==> src/rtl/hard_limiter_pkg.sv <==
// -----------------------------------------------------------------------------
// hard_limiter_pkg
// Shared types and constants for the hard-limiter stage of the reconstruction
// loop.
//   DEFAULT_DATA_W : default sample width (signed two's complement)
//   IDX_W          : width of the per-iteration sample index
//   STAT_W         : width of the optional clip statistics counters
//   limits_t       : one limit word, {upper, lower}, as packed on limits_data
//   clip_t         : outcome of the clamp for one sample
// -----------------------------------------------------------------------------
package hard_limiter_pkg;

    localparam int DEFAULT_DATA_W = 16;
    localparam int IDX_W          = 8;
    localparam int STAT_W         = 16;

    typedef struct packed {
        logic signed [DEFAULT_DATA_W-1:0] upper;
        logic signed [DEFAULT_DATA_W-1:0] lower;
    } limits_t;

    typedef enum logic [1:0] {
        CLIP_NONE = 2'd0,
        CLIP_HI   = 2'd1,
        CLIP_LO   = 2'd2
    } clip_t;

endpackage

==> src/rtl/hard_limiter_limits_fifo.sv <==
// -----------------------------------------------------------------------------
// hard_limiter_limits_fifo
// Synchronous FIFO holding limit words between the limits buffer and the clamp.
// A word written on one edge becomes visible on pop_data_o the cycle after
// (no write-to-read bypass). A push that meets a full FIFO is accepted only
// when a pop happens in the same cycle; otherwise it is dropped and drop_o
// pulses for that cycle.
// Ports:
//   clock, reset  : clock, synchronous active-high reset (FIFO emptied)
//   push_i        : write request, push_data_i the word to write
//   pop_i         : read request (ignored while empty)
//   pop_data_o    : word at the head of the FIFO
//   empty_o       : no word available
//   drop_o        : push lost because the FIFO was full and not popped
// -----------------------------------------------------------------------------
module hard_limiter_limits_fifo #(
    parameter int WIDTH = 32,
    parameter int DEPTH = 4
) (
    input  logic             clock,
    input  logic             reset,
    input  logic             push_i,
    input  logic [WIDTH-1:0] push_data_i,
    input  logic             pop_i,
    output logic [WIDTH-1:0] pop_data_o,
    output logic             empty_o,
    output logic             drop_o
);

    localparam int AW = (DEPTH > 1) ? $clog2(DEPTH) : 1;
    localparam int CW = $clog2(DEPTH + 1);

    logic [WIDTH-1:0] mem_q [DEPTH];
    logic [AW-1:0]    wr_ptr_q, wr_ptr_d;
    logic [AW-1:0]    rd_ptr_q, rd_ptr_d;
    logic [CW-1:0]    count_q, count_d;
    logic             full_s;
    logic             empty_s;
    logic             push_ok_s;
    logic             pop_ok_s;

    // Occupancy flags and accepted push/pop qualification.
    always_comb begin
        full_s    = (count_q == CW'(DEPTH));
        empty_s   = (count_q == {CW{1'b0}});
        pop_ok_s  = pop_i & ~empty_s;
        // A full FIFO still takes the word when the head leaves this cycle.
        push_ok_s = push_i & (~full_s | pop_ok_s);
    end

    // Pointer and occupancy next state; depth is a power of two so pointers wrap naturally.
    always_comb begin
        wr_ptr_d = wr_ptr_q;
        rd_ptr_d = rd_ptr_q;
        count_d  = count_q;
        if (push_ok_s) begin
            wr_ptr_d = wr_ptr_q + AW'(1);
        end else begin
            wr_ptr_d = wr_ptr_q;
        end
        if (pop_ok_s) begin
            rd_ptr_d = rd_ptr_q + AW'(1);
        end else begin
            rd_ptr_d = rd_ptr_q;
        end
        case ({push_ok_s, pop_ok_s})
            2'b10:   count_d = count_q + CW'(1);
            2'b01:   count_d = count_q - CW'(1);
            default: count_d = count_q;
        endcase
    end

    // Pointer and occupancy registers.
    always_ff @(posedge clock) begin
        if (reset) begin
            wr_ptr_q <= {AW{1'b0}};
            rd_ptr_q <= {AW{1'b0}};
            count_q  <= {CW{1'b0}};
        end else begin
            wr_ptr_q <= wr_ptr_d;
            rd_ptr_q <= rd_ptr_d;
            count_q  <= count_d;
        end
    end

    // Storage write; contents are only meaningful while counted as occupied.
    always_ff @(posedge clock) begin
        if (push_ok_s && !reset) begin
            mem_q[wr_ptr_q] <= push_data_i;
        end
    end

    assign pop_data_o = mem_q[rd_ptr_q];
    assign empty_o    = empty_s;
    assign drop_o     = push_i & full_s & ~pop_ok_s;

endmodule

==> src/rtl/hard_limiter.sv <==
// -----------------------------------------------------------------------------
// hard_limiter
// Pairs each reconstructed sample with the next limit word {upper, lower} from
// the limits buffer and clamps it into [lower, upper] (signed). Results leave
// through a registered valid/ready output with an end-of-iteration marker.
// Optional build macro: HARD_LIMITER_STATS_EN adds saturating clip counters.
// Ports:
//   clock, reset            : clock, synchronous active-high reset
//   limits_data/valid       : limit word {upper, lower}, no backpressure
//   sig_data/valid/ready    : sample input handshake
//   out_data/valid/ready    : clamped sample output handshake
//   out_last                : output is the last sample of an iteration
//   overflow                : sticky, a limit word was dropped on a full FIFO
//   limit_err               : sticky, a sample was paired with lower > upper
//   err_clear               : clears both sticky flags (wins over a set)
//   clip_hi_cnt/clip_lo_cnt : (stats build) saturating clip counts
//   stats_clear             : (stats build) zeroes both counters
// -----------------------------------------------------------------------------
module hard_limiter
    import hard_limiter_pkg::*;
#(
    parameter int DATA_W      = DEFAULT_DATA_W,
    parameter int FIFO_DEPTH  = 4,
    parameter int MAX_SAMPLES = 255
) (
    input  logic                clock,
    input  logic                reset,
    input  logic [2*DATA_W-1:0] limits_data,
    input  logic                limits_valid,
    input  logic [DATA_W-1:0]   sig_data,
    input  logic                sig_valid,
    output logic                sig_ready,
    output logic [DATA_W-1:0]   out_data,
    output logic                out_valid,
    input  logic                out_ready,
    output logic                out_last,
    output logic                overflow,
    output logic                limit_err,
`ifdef HARD_LIMITER_STATS_EN
    output logic [STAT_W-1:0]   clip_hi_cnt,
    output logic [STAT_W-1:0]   clip_lo_cnt,
    input  logic                stats_clear,
`endif
    input  logic                err_clear
);

    localparam logic [IDX_W-1:0] LAST_IDX = IDX_W'(MAX_SAMPLES - 1);

    // Invalid pairs (lower > upper) resolve to lower, so they classify as low clips.
    function automatic clip_t classify(input logic signed [DATA_W-1:0] s,
                                       input logic signed [DATA_W-1:0] u,
                                       input logic signed [DATA_W-1:0] l);
        clip_t c;
        if (l > u) begin
            c = CLIP_LO;
        end else if (s > u) begin
            c = CLIP_HI;
        end else if (s < l) begin
            c = CLIP_LO;
        end else begin
            c = CLIP_NONE;
        end
        return c;
    endfunction

    logic [2*DATA_W-1:0]      lim_word_s;
    logic                     fifo_empty_s;
    logic                     fifo_drop_s;
    logic                     sig_ready_s;
    logic                     fire_s;
    logic signed [DATA_W-1:0] upper_s;
    logic signed [DATA_W-1:0] lower_s;
    logic signed [DATA_W-1:0] sample_s;
    logic                     pair_bad_s;
    clip_t                    clip_s;
    logic [DATA_W-1:0]        clamp_s;

    logic [DATA_W-1:0] out_data_q,  out_data_d;
    logic              out_valid_q, out_valid_d;
    logic              out_last_q,  out_last_d;
    logic [IDX_W-1:0]  idx_q,       idx_d;
    logic              overflow_q,  overflow_d;
    logic              limit_err_q, limit_err_d;

    hard_limiter_limits_fifo #(
        .WIDTH (2*DATA_W),
        .DEPTH (FIFO_DEPTH)
    ) u_limits_fifo (
        .clock       (clock),
        .reset       (reset),
        .push_i      (limits_valid),
        .push_data_i (limits_data),
        .pop_i       (fire_s),
        .pop_data_o  (lim_word_s),
        .empty_o     (fifo_empty_s),
        .drop_o      (fifo_drop_s)
    );

    // A sample is taken only when a limit word is waiting and the output slot frees up.
    assign sig_ready_s = ~fifo_empty_s & (~out_valid_q | out_ready);
    assign fire_s      = sig_valid & sig_ready_s;

    // Signed clamp of the incoming sample against the head limit word.
    always_comb begin
        upper_s    = $signed(lim_word_s[2*DATA_W-1:DATA_W]);
        lower_s    = $signed(lim_word_s[DATA_W-1:0]);
        sample_s   = $signed(sig_data);
        pair_bad_s = (lower_s > upper_s);
        clip_s     = classify(sample_s, upper_s, lower_s);
        case (clip_s)
            CLIP_HI: clamp_s = upper_s;
            CLIP_LO: clamp_s = lower_s;
            default: clamp_s = sample_s;
        endcase
    end

    // Output slot and iteration index next state.
    always_comb begin
        out_data_d  = out_data_q;
        out_valid_d = out_valid_q;
        out_last_d  = out_last_q;
        idx_d       = idx_q;
        if (fire_s) begin
            out_data_d  = clamp_s;
            out_valid_d = 1'b1;
            out_last_d  = (idx_q == LAST_IDX);
            if (idx_q == LAST_IDX) begin
                idx_d = {IDX_W{1'b0}};
            end else begin
                idx_d = idx_q + IDX_W'(1);
            end
        end else if (out_ready) begin
            // Handshake with nothing new behind it empties the slot.
            out_valid_d = 1'b0;
            out_last_d  = 1'b0;
        end else begin
            out_valid_d = out_valid_q;
        end
    end

    // Sticky error flags; clearing wins over a same-cycle set.
    always_comb begin
        if (err_clear) begin
            overflow_d  = 1'b0;
            limit_err_d = 1'b0;
        end else begin
            overflow_d  = overflow_q | fifo_drop_s;
            limit_err_d = limit_err_q | (fire_s & pair_bad_s);
        end
    end

    // Output, iteration and sticky-flag registers.
    always_ff @(posedge clock) begin
        if (reset) begin
            out_data_q  <= {DATA_W{1'b0}};
            out_valid_q <= 1'b0;
            out_last_q  <= 1'b0;
            idx_q       <= {IDX_W{1'b0}};
            overflow_q  <= 1'b0;
            limit_err_q <= 1'b0;
        end else begin
            out_data_q  <= out_data_d;
            out_valid_q <= out_valid_d;
            out_last_q  <= out_last_d;
            idx_q       <= idx_d;
            overflow_q  <= overflow_d;
            limit_err_q <= limit_err_d;
        end
    end

    assign sig_ready = sig_ready_s;
    assign out_data  = out_data_q;
    assign out_valid = out_valid_q;
    assign out_last  = out_last_q;
    assign overflow  = overflow_q;
    assign limit_err = limit_err_q;

`ifdef HARD_LIMITER_STATS_EN
    localparam logic [STAT_W-1:0] STAT_MAX = {STAT_W{1'b1}};

    logic [STAT_W-1:0] hi_cnt_q, hi_cnt_d;
    logic [STAT_W-1:0] lo_cnt_q, lo_cnt_d;

    // Saturating clip counters; a clear wins over a same-cycle increment.
    always_comb begin
        hi_cnt_d = hi_cnt_q;
        lo_cnt_d = lo_cnt_q;
        if (stats_clear) begin
            hi_cnt_d = {STAT_W{1'b0}};
            lo_cnt_d = {STAT_W{1'b0}};
        end else if (fire_s && (clip_s == CLIP_HI) && (hi_cnt_q != STAT_MAX)) begin
            hi_cnt_d = hi_cnt_q + STAT_W'(1);
        end else if (fire_s && (clip_s == CLIP_LO) && (lo_cnt_q != STAT_MAX)) begin
            lo_cnt_d = lo_cnt_q + STAT_W'(1);
        end else begin
            hi_cnt_d = hi_cnt_q;
        end
    end

    // Clip counter registers.
    always_ff @(posedge clock) begin
        if (reset) begin
            hi_cnt_q <= {STAT_W{1'b0}};
            lo_cnt_q <= {STAT_W{1'b0}};
        end else begin
            hi_cnt_q <= hi_cnt_d;
            lo_cnt_q <= lo_cnt_d;
        end
    end

    assign clip_hi_cnt = hi_cnt_q;
    assign clip_lo_cnt = lo_cnt_q;
`endif

endmodule

==> config.mk <==
export PLATFORM = sky130hd
export DESIGN_NAME = hard_limiter
export DESIGN_NICKNAME = d
export VERILOG_FILES = /design/src/rtl/hard_limiter_pkg.sv /design/src/rtl/hard_limiter_limits_fifo.sv /design/src/rtl/hard_limiter.sv
export SDC_FILE = /design/constraint.sdc
export NUM_CORES = 1
export LEC_CHECK = 0
export BUFFER_PORTS_ARGS = -buffer_cell sky130_fd_sc_hd__buf_2
export CORE_MARGIN = 4
export CORE_UTILIZATION = 40
export DETAILED_ROUTE_END_ITERATION = 12
export PLACE_DENSITY = 0.59
export SLEW_MARGIN = 10
export SYNTH_ARGS = -nofsm -noshare
export SYNTH_HDL_FRONTEND = slang
export SYNTH_SLANG_ARGS = --single-unit
==> constraint.sdc <==
create_clock -name clock -period 8 [get_ports clock]
set_input_delay 1.6 -clock clock [delete_from_list [all_inputs] [get_ports clock]]
set_output_delay 1.6 -clock clock [all_outputs]
set_load 0.01 [all_outputs]
### After elaboration in Yosys (flattened, before gate mapping)

Memory sizes are Yosys's and may differ from the RTL's. A register that Yosys moved wholly into a read port is not among the register bits.
Cells that the tools add are included.

| operators by class | value |
|---|---|
| $add $sub $neg | 5 |
| order comparisons | 3 |
| equality and inequality tests | 6 |
| multiplexer cells | 13 |
| bitwise gates (word level) | 15 |
| reduce and logical (&&, ||, !) cells | 6 |

Operators by type and width:

| cell | count |
|---|---|
| $gt 16x16->1 | 2 |
| $pmux 16 s2 | 1 |
| $lt 16x16->1 | 1 |
| $mux 2 | 5 |
| $add 8x1->8 const B | 1 |
| $eq 8x8->1 const B | 1 |
| $mux 8 | 1 |
| $and 1x1->1 | 7 |
| $pmux 3 s2 | 1 |
| $mux 1 | 5 |
| $add 2x1->2 const B | 2 |
| $eq 2x1->1 const B | 2 |
| $eq 2x2->1 const B | 2 |
| $not 1->1 | 4 |
| $or 1x1->1 | 4 |
| $reduce_bool 2->1 | 2 |
| $add 3x1->3 const B | 1 |
| $eq 3x3->1 const B | 1 |
| $logic_not 3->1 | 1 |
| $sub 3x1->3 const B | 1 |
| $reduce_or 2->1 | 1 |
| $logic_and 1x1->1 | 1 |
| $logic_not 1->1 | 1 |

| storage, ports and cells | value |
|---|---|
| flip-flop bits (word level) | 35 |
| RAM bits | 128 |
| bits of input ports | 54 |
| output and inout bits | 21 |
| logic and storage cells | 58 |
| memories | 1 |

Memory list:

| memory | depth | width | read ports | clocked after memory_dff | write ports | RTL line | RTL |
|---|---|---|---|---|---|---|---|
| u_limits_fifo.mem_q | 4 | 32 | 1 | 1 | 1 | hard_limiter_limits_fifo.sv:33 | `logic [WIDTH-1:0] mem_q [DEPTH];` |

### Depth between registers and ports, before layout

Gate-level depths: netlist of run 1.

| logic depth | value |
|---|---|
| word-level depth | 10 |
| gate-level depth with buffers | 13 |
| mapped depth without buffers | 11 |

### Modules after synthesis

From an unflattened synthesis of run 1, not the netlist that was laid out.

| unflattened totals | value |
|---|---|
| cells, all modules | 552 |
| area total of the unflattened synthesis | 7,863.8 um2 |

Modules (own cells, without submodules):

| module | instances | cells each | area an instance (um2) | sequential area each (um2) |
|---|---|---|---|---|
| hard_limiter_limits_fifo | 1 | 221 | 5,148.7 | 4,023.9 |
| hard_limiter | 1 | 331 | 2,715.1 | 560.5 |

### Worst setup path before layout of run 1

OpenSTA, ideal clock, no wires.

| timing path | value |
|---|---|
| kind | input-to-reg |
| start | input sig_data[15] |
| end | register out_data_q[10] (netlist: out_data[10]) |
| library setup time | 0.145 ns |
| arrival | 3.443 ns |
| data required time | 7.855 ns |
| setup slack | 4.412 ns |
| stages on the path | 9 |
| path buffers | 1 |
| cells stage by stage | ha_1 nand4_1 or3_1 a41o_1 mux2_2 a31o_4 buf_2 nand2_1 a211oi_2 |

| between the ends | value |
|---|---|
| word-level cells in the longest chain between the ends | 6 |
| elaborated cells on any way between the ends | 8 |
| those cells by class | 2 x order compare; 2 x eq/ne; 4 x mux |

Ends and longest elaborated chain:

| what | RTL line | RTL |
|---|---|---|
| start, declared | hard_limiter.sv:30 | `input logic [DATA_W-1:0] sig_data,` |
| $lt 16x16->1 | hard_limiter.sv:58 | `end else if (s < l) begin` |
| $mux 2 | hard_limiter.sv:58 |  |
| $mux 2 * | hard_limiter.sv:56 | `end else if (s > u) begin` |
| $mux 2 * | hard_limiter.sv:54 | `if (l > u) begin` |
| $eq 2x2->1 / $eq 2x1->1 (equally long branches) | hard_limiter.sv:110 | `case (clip_s)` |
| $pmux 16 s2 * | hard_limiter.sv:110 |  |
| end signal, assigned | hard_limiter.sv:155 | `out_data_q <= {DATA_W{1'b0}};` |
| end signal, assigned | hard_limiter.sv:162 | `out_data_q <= out_data_d;` |
| end, declared | hard_limiter.sv:78 | `logic [DATA_W-1:0] out_data_q, out_data_d;` |

Every way passes the cells marked *; elsewhere a longest branch is shown, timed or not.
A chain may end at the register's enable or synchronous reset.

==> metrics.md, run 1 <==
| Metric | Value |
|---|---|
| Layout cell share with drive strength beyond 1 | 27.52% |
| HP Class | flop to flop |
| H-Tree Depth | 4 |
| Final Critical Period | 4438 ps |
| GP Congestion | 0.8790 |
| Fillers | around 1700 |
| Vias in the first global route | 4969 |
| Avg Inst Size Synth | approximately 14 sq um |
| Mapped Area | 0.007697 sq mm |
| Post-synth ARST share | 0% |
| Yosys top cell by area | edfxtp_1 |
| Most frequent cells in the layout | 128 x edfxtp_1, 74 x buf_2, 53 x ha_1, 42 x inv_1, 37 x nor2_1 |
| Crit-path cells | buf_4 -> mux4_2 -> inv_1 -> ha_1 -> a2111oi_0 -> a311o_1 -> a41oi_2 -> a211oi_4 -> a221oi_1 -> a211oi_1 |
| Netlist cell types | 56 |
| Crit end category | flop |
| Vert. Die Dim | 146.7 um |
| Status | completed |
| Antenna Nets Post-Route | 0 |
| Ant. Diodes | 0 |
| Worst skew pair latency | 430 ps |
| Reg2Reg Depth | 10 |
| Cells after Synth | 531 |
| Crit Path Max Fanout | 35 |
| Area contributors post-synth | edfxtp_1 50%, dfxtp_1 9.6%, mux4_2 9.1%, ha_1 8.6%, inv_1 2.0% |
| Detailed Route WL | 17150 um |
| Final hold vios | 0 |
| Row count | 50 |
| Worst Path Buf+Inv | 2 |
| Critical path launch point type | flop |
| DRT iter0 DRCs | roughly 250 |
| Hold path startpoint | out_last$_SDFFE_PP0P_ |
| P&R area growth vs syn | 16.08% |
| CTS tree | yes |
| Clock Root Buffer | clkbuf_16 |
| Syn Nets | roughly 640 |
| CP Data Arrival Time | 4770 ps |
| Endpoints failing setup | 0 |
| FF-to-FF End | out_data[2]$_SDFFE_PP0P_ |
| Worst path required time | approximately 8300 ps |
| Gr usage total | roughly 17% |
| Commonest non-fill, non-tap cell in the layout | edfxtp_1 |
| Hold_buf cts | 0 |
| Max_cap viols | 0 |
| Die Wd | 146.7 um |
| Clk slew on worst S/H paths | about 70 ps |
| First-pass GRT wire length | 27270 um |
| Placed cell area | 0.008364 sq mm |
| Yosys warnings | 0 |
| Sink of the worst hold path | out_last$_SDFFE_PP0P_ |
| Leakage | 3.321 nW |
| Worst slew pin tran | between 1000 and 1500 ps |
| Cell Pwr Density | approximately 340 mW/mm^2 |
| Period utilization | 55.47% |
| I/O pin count | 75 |
| DP Worst Slack | 3565 ps |
| Peak supply drop | 0.1577 mV |
| CTS sink count | 165 |
| Via-to-Cell Ratio | 5.310 |
| R2R setup slack | 3560 ps |
| HPWL Detailed | 11440 um |
| Pre-Repair DR Iteration Count | 4 |
| Register area share after synthesis | 59.56% |
| Core Footprint | 0.01883 sq mm |
| Flops & latches, synth | 165 |
| Hold depth | 2 |
| Die footprint | 0.02153 sq mm |
| DRC Markers | 0 |
| RSZ-0062 raised after global routing | no |
| Initial antenna violation count | 0 |
| Clk_skew | 10.78 ps |
| Via Count | 4699 |
| Slew HR | 28.55% |
| Cts repair resizes | 0 |
| Wire per inst | 19.38 um |
| Clk buf depth | 2 |
| Crit path kind | flop to flop |
| Top-area cell type share of the netlist area | around half |
| Crit path max-delay family | compound AO/OA/AOI/OAI gates |
| CP max-delay cell | a211oi_4 |
| Post-CTS setup buffer count | 0 |
| Dominant synthesized flop cell | edfxtp_1 |
| Worst path max stage delay | ~960 ps |
| Max Clock Freq | 225.3 MHz |
| Worst setup margin | 3562 ps |
| WHS | 484.9 ps |
| Setup TNS | 0 ps |
| Final Net Count | 720 |
| Initial Util | 40.88% |
| Largest net degree at the start of global routing | 36 |
| Final slew viol count | 0 |
| GR Overflow Total | 0 |
| Port Buffers | 74 |
| CTS buffer count | 17 |
| Post-synth EDFFs | ~130 |
| Post-route design area | 0.008935 sq mm |
worst max path at each step:
stage	endpoint	from	cells after the start
floorplan	out_data[10]$_SDFFE_PP0P_	sig_data[15]	9
global placement	out_data[4]$_SDFFE_PP0P_	flop	10
detailed placement	out_data[2]$_SDFFE_PP0P_	flop	10
CTS	out_data[2]$_SDFFE_PP0P_	flop	10
global route	out_data[4]$_SDFFE_PP0P_	flop	10
finish	out_data[2]$_SDFFE_PP0P_	flop	10
worst register-to-register path: cells and delay by family (launching register included):
kind | cells | cell delay (ps)
AOI/OAI and AO/OA | 6 | 2480
adders and majority gates | 1 | 260
buffers and inverters | 2 | 660
DFF | 1 | 310
muxes | 1 | 630
cells by family (layout without fill, tap and decap cells):
logic type | count (synthesis) | in the layout | synth area share (%)
AOI/OAI and AO/OA | 85 | 85 | 9.867
buffers and inverters | 62 | 156 | 3.446
DFF | 165 | 165 | 59.56
muxes | 36 | 36 | 9.753
xor gates and xnor gates | 10 | 10 | 1.138
and+or+nand+nor | 119 | 119 | 7.363
adders and majority gates | 54 | 54 | 8.875
metal layers:
metal  global-route usage (%)  vias up  wire [um]
li1                         -     2216          -
met2                    27.91      112       8605
met3                    4.349       13        775
met4                    4.468        0        199
met5                        0        -          0
met1                    21.24     2358       7568
registers in the layout (all words and copies together) (netlist names), named ones only:
name,count
idx_q,8
limit_err,1
out_data,16
out_last,1
out_valid,1
overflow,1
u_limits_fifo.count_q,3
u_limits_fifo.mem_q,128
u_limits_fifo.rd_ptr_q,2
u_limits_fifo.wr_ptr_q,2
synth_stat cells (all sizes together), types with 4 or more instances:
cell	number
a221oi	16
xnor2	4
nand4	12
clkbuf	11
nand2	31
inv	42
xor2	6
nor3	5
and2	5
or3	4
a21oi	15
nor2	38
ha	53
nand2b	6
edfxtp	128
o21ai	7
dfxtp	37
buf	9
a211oi	23
nand3	8
mux4	31
through the flow:
step                cells  util, %  power, mW
finish                885    47.45      3.025
global route          885    47.45      3.230
CTS                   885    47.45      3.055
detailed placement    853    44.42      2.269
global placement      853    44.42      2.244
floorplan             531        -      1.940
cell type report:
class / instances / area [sq um] / share of cell area, %
clock buffer: 18 / 429.2 / 4.803
sequential: 165 / 4586 / 51.32
timing repair buffer: 82 / 430.4 / 4.817
tap: 260 / 325.3 / 3.641
inverter: 42 / 157.7 / 1.764
multi-input combinational: 304 / 2865 / 32.07
clock inverter: 14 / 141.4 / 1.582
power by group:
part           switching, mW  internal, mW
registers             0.0531          1.02
logic                  0.702         0.465
clock network          0.367         0.414
Power figures use the tool's default switching activity.
==> run 2, diff against run 1 <==
Settings changed: PLACE_DENSITY 0.59 to 0.61.
Clock period 8 ns to 3.9 ns, I/O delays scaled along.
==> run 2 against run 1 <==
Compared with the run above: via count increased by 1.5%; clock skew increased by 2.8 ps; highest routed layer is now met5; combinational power increased by 110%; clock power increased by 110%; utilization increased by 0.55 points; design area increased by 1.2%.
==> metrics.md, run 2 (synthesis results as in run 1) <==
| Metric | Value |
|---|---|
| Status | completed |
| Slew HR | a little over half |
| Crit Path Max Fanout | 12 |
| Leakage | 3.369 nW |
| Max Clock Freq | 275.6 MHz |
| CP Data Arrival Time | 3890 ps |
| Post-layout power | 6.381 mW |
| Period utilization | 93.05% |
| CTS tree | yes |
| Final slew viol count | 0 |
| Worst setup margin | between 200 and 300 ps |
| GR Overflow Total | 0 |
| Via Count | approximately 4800 |
| Layout cell share with drive strength beyond 1 | between 20 and 30% |
| Clk slew on worst S/H paths | 60 ps |
| DRC Markers | 0 |
| H-Tree Depth | 4 |
| Port Buffers | 74 |
| Critical path launch point type | flop |
| First-pass GRT wire length | about 28000 um |
| Clk buf depth | 2 |
| Max_cap viols | 0 |
| Vias in the first global route | 5100 |
| Vert. Die Dim | 146.7 um |
| Pre-Repair DR Iteration Count | 4 |
| Core Footprint | 0.01883 sq mm |
| Detailed Route WL | roughly 18000 um |
| Setup TNS | 0 ps |
| Worst slew pin tran | slightly above 700 ps |
| DP Worst Slack | 228.6 ps |
| Clock Root Buffer | clkbuf_16 |
| HPWL Detailed | between 10000 and 15000 um |
| Fillers | about 1700 |
| Gr usage total | 16.85% |
| Commonest non-fill, non-tap cell in the layout | edfxtp_1 |
| Worst path required time | between 4000 and 5000 ps |
| Final Critical Period | around 3600 ps |
| CTS sink count | roughly 170 |
| Crit path kind | flop to flop |
| Cell Pwr Density | 706.0 mW/mm^2 |
| HP Class | flop to flop |
| Most frequent cells in the layout | 128 x edfxtp_1, 74 x buf_2, 53 x ha_1, 42 x inv_1, 37 x nor2_1 |
| Max reg flops | roughly 130 |
| Via-to-Cell Ratio | 5.351 |
| GP Congestion | 0.9100 |
| Worst skew pair latency | 430 ps |
| P&R area growth vs syn | 17.43% |
| Row count | 50 |
| Top reg by flops | u_limits_fifo.mem_q |
| Final hold vios | 0 |
| RSZ-0062 raised after global routing | no |
| Final Net Count | 726 |
| Antenna Nets Post-Route | 0 |
| Largest net degree at the start of global routing | 34 |
| Initial Util | 40.88% |
| I/O pin count | 75 |
| DRT iter0 DRCs | 257 |
| Endpoints failing setup | 0 |
| CTS buffer count | 17 |
| Peak supply drop | 0.3635 mV |
| Ant. Diodes | 0 |
| Finished Core Util | 48.00% |
| Crit end category | flop |
| Die Wd | 146.7 um |
| Die footprint | 0.02153 sq mm |
| Clk_skew | 13.56 ps |
| Wire per inst | roughly 20 um |
| Initial antenna violation count | 1 |
==> run 2: cell types whose count changed in the layout (fill, tap and decap cells not counted) <==
cell        before  now
a41oi_2          1    0
a41oi_4          0    1
buf_12           0    2
buf_4            8   12
bufinv_16        0    2
clkbuf_1         1    0
clkinv_2         1    2
clkinv_8         2    0
clkinvlp_4       2    3
inv_6            4    5
inv_8            4    2
==> run 2: final cells by class <==
cell class	instances	area [sq um]	share of cell area, %
clock buffers	17	425.4	4.707
clock inverters	15	167.7	1.855
inverters	42	157.7	1.744
multi-input cells	304	2877	31.82
flip-flops and latches	165	4586	50.73
well taps	260	325.3	3.599
repair buffers	88	500.5	5.537
==> run 2: per-stage QoR <==
stage                     instance area, sq um  hold WS (ps)  std cells
after floorplan                           7697         458.4        531
after global placement                    8434         469.3        859
after detailed placement                  8434         482.3        859
after CTS                                 9027         493.7        891
after global routing                      9039         519.4        891
final                                     9039         490.4        891
==> run 2: worst paths after layout <==
| check | endpoint | start | slack [ps] | cells past startpoint |
|---|---|---|---|---|
| hold / removal | out_data[1]$_SDFFE_PP0P_ | out_data[1]$_SDFFE_PP0P_ | 490 | 2 |
| setup reg to reg | out_data[2]$_SDFFE_PP0P_ | flop | 270 | 11 |
| setup / recovery | out_data[2]$_SDFFE_PP0P_ | flop | 270 | 11 |
| hold reg to reg | out_data[1]$_SDFFE_PP0P_ | out_data[1]$_SDFFE_PP0P_ | 490 | 2 |
==> run 2: layer usage <==
layer,wire length [um],share of wire [%],up-vias,global-route usage (%)
li1,-,-,2225,-
met1,7612,43,2398,21.97
met2,8682,50,119,28.00
met3,974,5.6,24,4.102
met4,227,1.3,2,5.174
met5,7,0.040,-,0
==> run 2: report_power, final <==
group / total (mW) / switching [mW] / internal, mW
sequential: 2.23 / 0.127 / 2.10
clock: 1.67 / 0.715 / 0.959
combinational: 2.48 / 1.45 / 1.03
total: 6.38 / 2.29 / 4.09
==> run 2: worst max-delay path, cell delays in order, from the launching register on <==
cell and delay, ps:
dfxtp_2 460, buf_4 280, mux4_2 580, ha_1 320
nand3_1 130, o21bai_1 200, a311o_1 400, a41oi_4 350
nor2_4 130, buf_4 180, a221oi_1 320, a211oi_1 130
==> run 2: repair_timing <==
item | in CTS | in global routing
endpoints found under the setup margin | 0 | 1
hold buffers | 0 | 0
resized for setup | 0 | 1
setup buffers | 0 | 0
==> run 3, diff against run 2 <==
Settings changed: SETUP_SLACK_MARGIN from default to 0.5.
==> run 3 against run 2 <==
Compared with the run above: clock power about the same; worst setup slack better by 280 ps; largest cell class unchanged; largest power group unchanged; routed wire length rose by 2.6%; combinational power up 17%; via count rose by 2.1%; critical path type unchanged; die area unchanged.
==> metrics.md, run 3 (synthesis results as in run 1) <==
| Metric | Value |
|---|---|
| Status | completed |
| CP Data Arrival Time | 3630 ps |
| P&R area growth vs syn | 22.51% |
| Most frequent cells in the layout | 128 x edfxtp_1, 74 x buf_2, 46 x ha_1, 38 x inv_1, 37 x nor2_1 |
| Vert. Die Dim | 146.7 um |
| First-pass GRT wire length | approximately 28000 um |
| Worst slew pin tran | 733.4 ps |
| Via-to-Cell Ratio | 5.359 |
| Worst path max stage delay | 570 ps |
| HP Class | flop to flop |
| Post-route design area | ~0.0094 sq mm |
| Commonest non-fill, non-tap cell in the layout | edfxtp_1 |
| Row count | 50 |
| Fillers | 1611 |
| Vias in the first global route | 5106 |
| Final Critical Period | 3353 ps |
| Post-placement cell count | between 800 and 900 |
| Wire per inst | 19.78 um |
| GR Overflow Total | 0 |
| Sequential Power Share | 32.8% |
| Detailed Route WL | 17960 um |
| GP Congestion | just over 0.9 |
| Crit path kind | flop to flop |
| Logic pwr share | 42.6% |
| Worst Path Buf+Inv | 2 |
| Initial Util | 40.88% |
| DRT iter0 DRCs | roughly 230 |
| Worst path required time | 4180 ps |
| Worst skew pair latency | 430 ps |
| Die Wd | around 150 um |
| Top reg by flops | u_limits_fifo.mem_q |
| Gr usage total | 16.90% |
| CP max-delay cell | mux4_2 |
| Finished Core Util | 50.08% |
| Clk pwr share | 24.5% |
| Initial antenna violation count | 1 |
| Cell Pwr Density | a little over 700 mW/mm^2 |
| Fin cells | 908 |
| CTS tree | yes |
| Max reg flops | 128 |
| CTS sink count | 165 |
| Port Buffers | 74 |
| Peak supply drop | 0.3911 mV |
| Pre-Repair DR Iteration Count | 4 |
| Clk buf depth | 2 |
| RSZ-0062 raised after global routing | yes |
| Crit Path Max Fanout | 8 |
| Endpoints failing setup | 0 |
| Final slew viol count | 0 |
| Layout cell share with drive strength beyond 1 | between 30% and 40% |
| Crit end category | flop |
| Clk slew on worst S/H paths | ~60 ps |
| Internal Pwr Total | 4.368 mW |
| Max_cap viols | 0 |
| Placed cell area | 0.008434 sq mm |
| Via Count | between 4000 and 5000 |
| I/O pin count | 75 |
| Clk_skew | 12.96 ps |
| Crit-path cells | buf_4 -> mux4_2 -> ha_1 -> nand4_1 -> or2_1 -> a311o_1 -> a41oi_4 -> nor2_4 -> buf_4 -> a221oi_2 -> a211oi_2 |
| Clock Root Buffer | clkbuf_16 |
| Period utilization | 85.98% |
| Die footprint | 0.02153 sq mm |
| DRC Markers | 0 |
| Slew HR | 51.11% |
| Leakage | 3.496 nW |
| Hold_buf cts | 0 |
| Critical path launch point type | flop |
| Antenna Nets Post-Route | 0 |
| WHS | slightly below 500 ps |
| Final hold vios | 0 |
| Final Net Count | 743 |
| Max Clock Freq | 298.2 MHz |
| Sw Ratio | 36.09% |
| Crit path top cell by count | buf_4 |
| Crit path max-delay family | compound AO/OA/AOI/OAI gates |
| Largest net degree at the start of global routing | 34 |
| CTS buffer count | 17 |
| HPWL Detailed | 12300 um |
| H-Tree Depth | 4 |
| Ant. Diodes | 0 |
| Setup TNS | 0 ps |
| P_sw | 2.467 mW |
| Core Footprint | 0.01883 sq mm |
==> run 3: cell count changes in the layout (fill, tap and decap cells not counted), moves of 2 or more <==
cell / delta
inv_1: -4
a221oi_2: +3
buf_6: +4
buf_12: +2
ha_4: +7
inv_2: +3
a221oi_1: -6
ha_1: -7
buf_4: +10
a221oi_4: +3
==> run 3: layout make-up <==
class | count | area, sq um | area share, %
clock buffer | 17 | 425.4 | 4.511
sequential | 165 | 4588 | 48.65
multi-input combinational | 304 | 3078 | 32.64
tap | 260 | 325.3 | 3.450
clock inverter | 15 | 167.7 | 1.778
inverter | 42 | 160.2 | 1.698
timing repair buffer | 105 | 685.7 | 7.271
==> run 3: power groups by stage <==
stage	Combinational (mW)	Sequential, mW	Clock [mW]
4_1_cts	2.52	2.24	1.71
2_1_floorplan	1.73	2.25	0
6_report	2.91	2.24	1.68
5_1_grt	3.19	2.26	1.80
3_3_place_gp	2.40	2.26	0
3_5_place_dp	2.46	2.27	0
==> run 3: tightest hold or removal path: cells and delay by family (launching register included) <==
| family | cells | cell delay, ps |
|---|---|---|
| AOI/OAI and AO/OA | 1 | 40 |
| DFF | 1 | 310 |
| and+or+nand+nor | 1 | 90 |
==> run 3: final timing paths <==
path                             from                   endpoint  slack [ps]  cells after the start
max                              flop  out_data[12]$_SDFFE_PP0P_         550                     11
min          out_data[1]$_SDFFE_PP0P_   out_data[1]$_SDFFE_PP0P_         490                      2
max reg2reg                      flop  out_data[12]$_SDFFE_PP0P_         550                     11
min reg2reg  out_data[1]$_SDFFE_PP0P_   out_data[1]$_SDFFE_PP0P_         490                      2
==> run 3: what timing repair did <==
item | in CTS | in global routing
pin swaps | 2 | 29
hold endpoints to repair | 0 | 0
resized for setup | 5 | 38
setup endpoints to repair | 16 | 16
cloned | 0 | 1
setup buffers | 1 | 15
==> run 3: per-layer routing <==
| layer | routed length, um | vias to the layer above | track usage (%) |
|---|---|---|---|
| met3 | 898 | 32 | 4.102 |
| met1 | 8020 | 2457 | 21.95 |
| met5 | 7 | - | 0 |
| li1 | - | 2261 | - |
| met4 | 276 | 2 | 5.174 |
| met2 | 8754 | 114 | 28.19 |
==> run 3: through the flow <==
step,worst slack (ps),power [mW]
6_report,546.8,6.834
3_5_place_dp,228.6,4.731
4_1_cts,507.9,6.471
3_3_place_gp,319.3,4.658
5_1_grt,428.8,7.244
2_1_floorplan,542.4,3.980
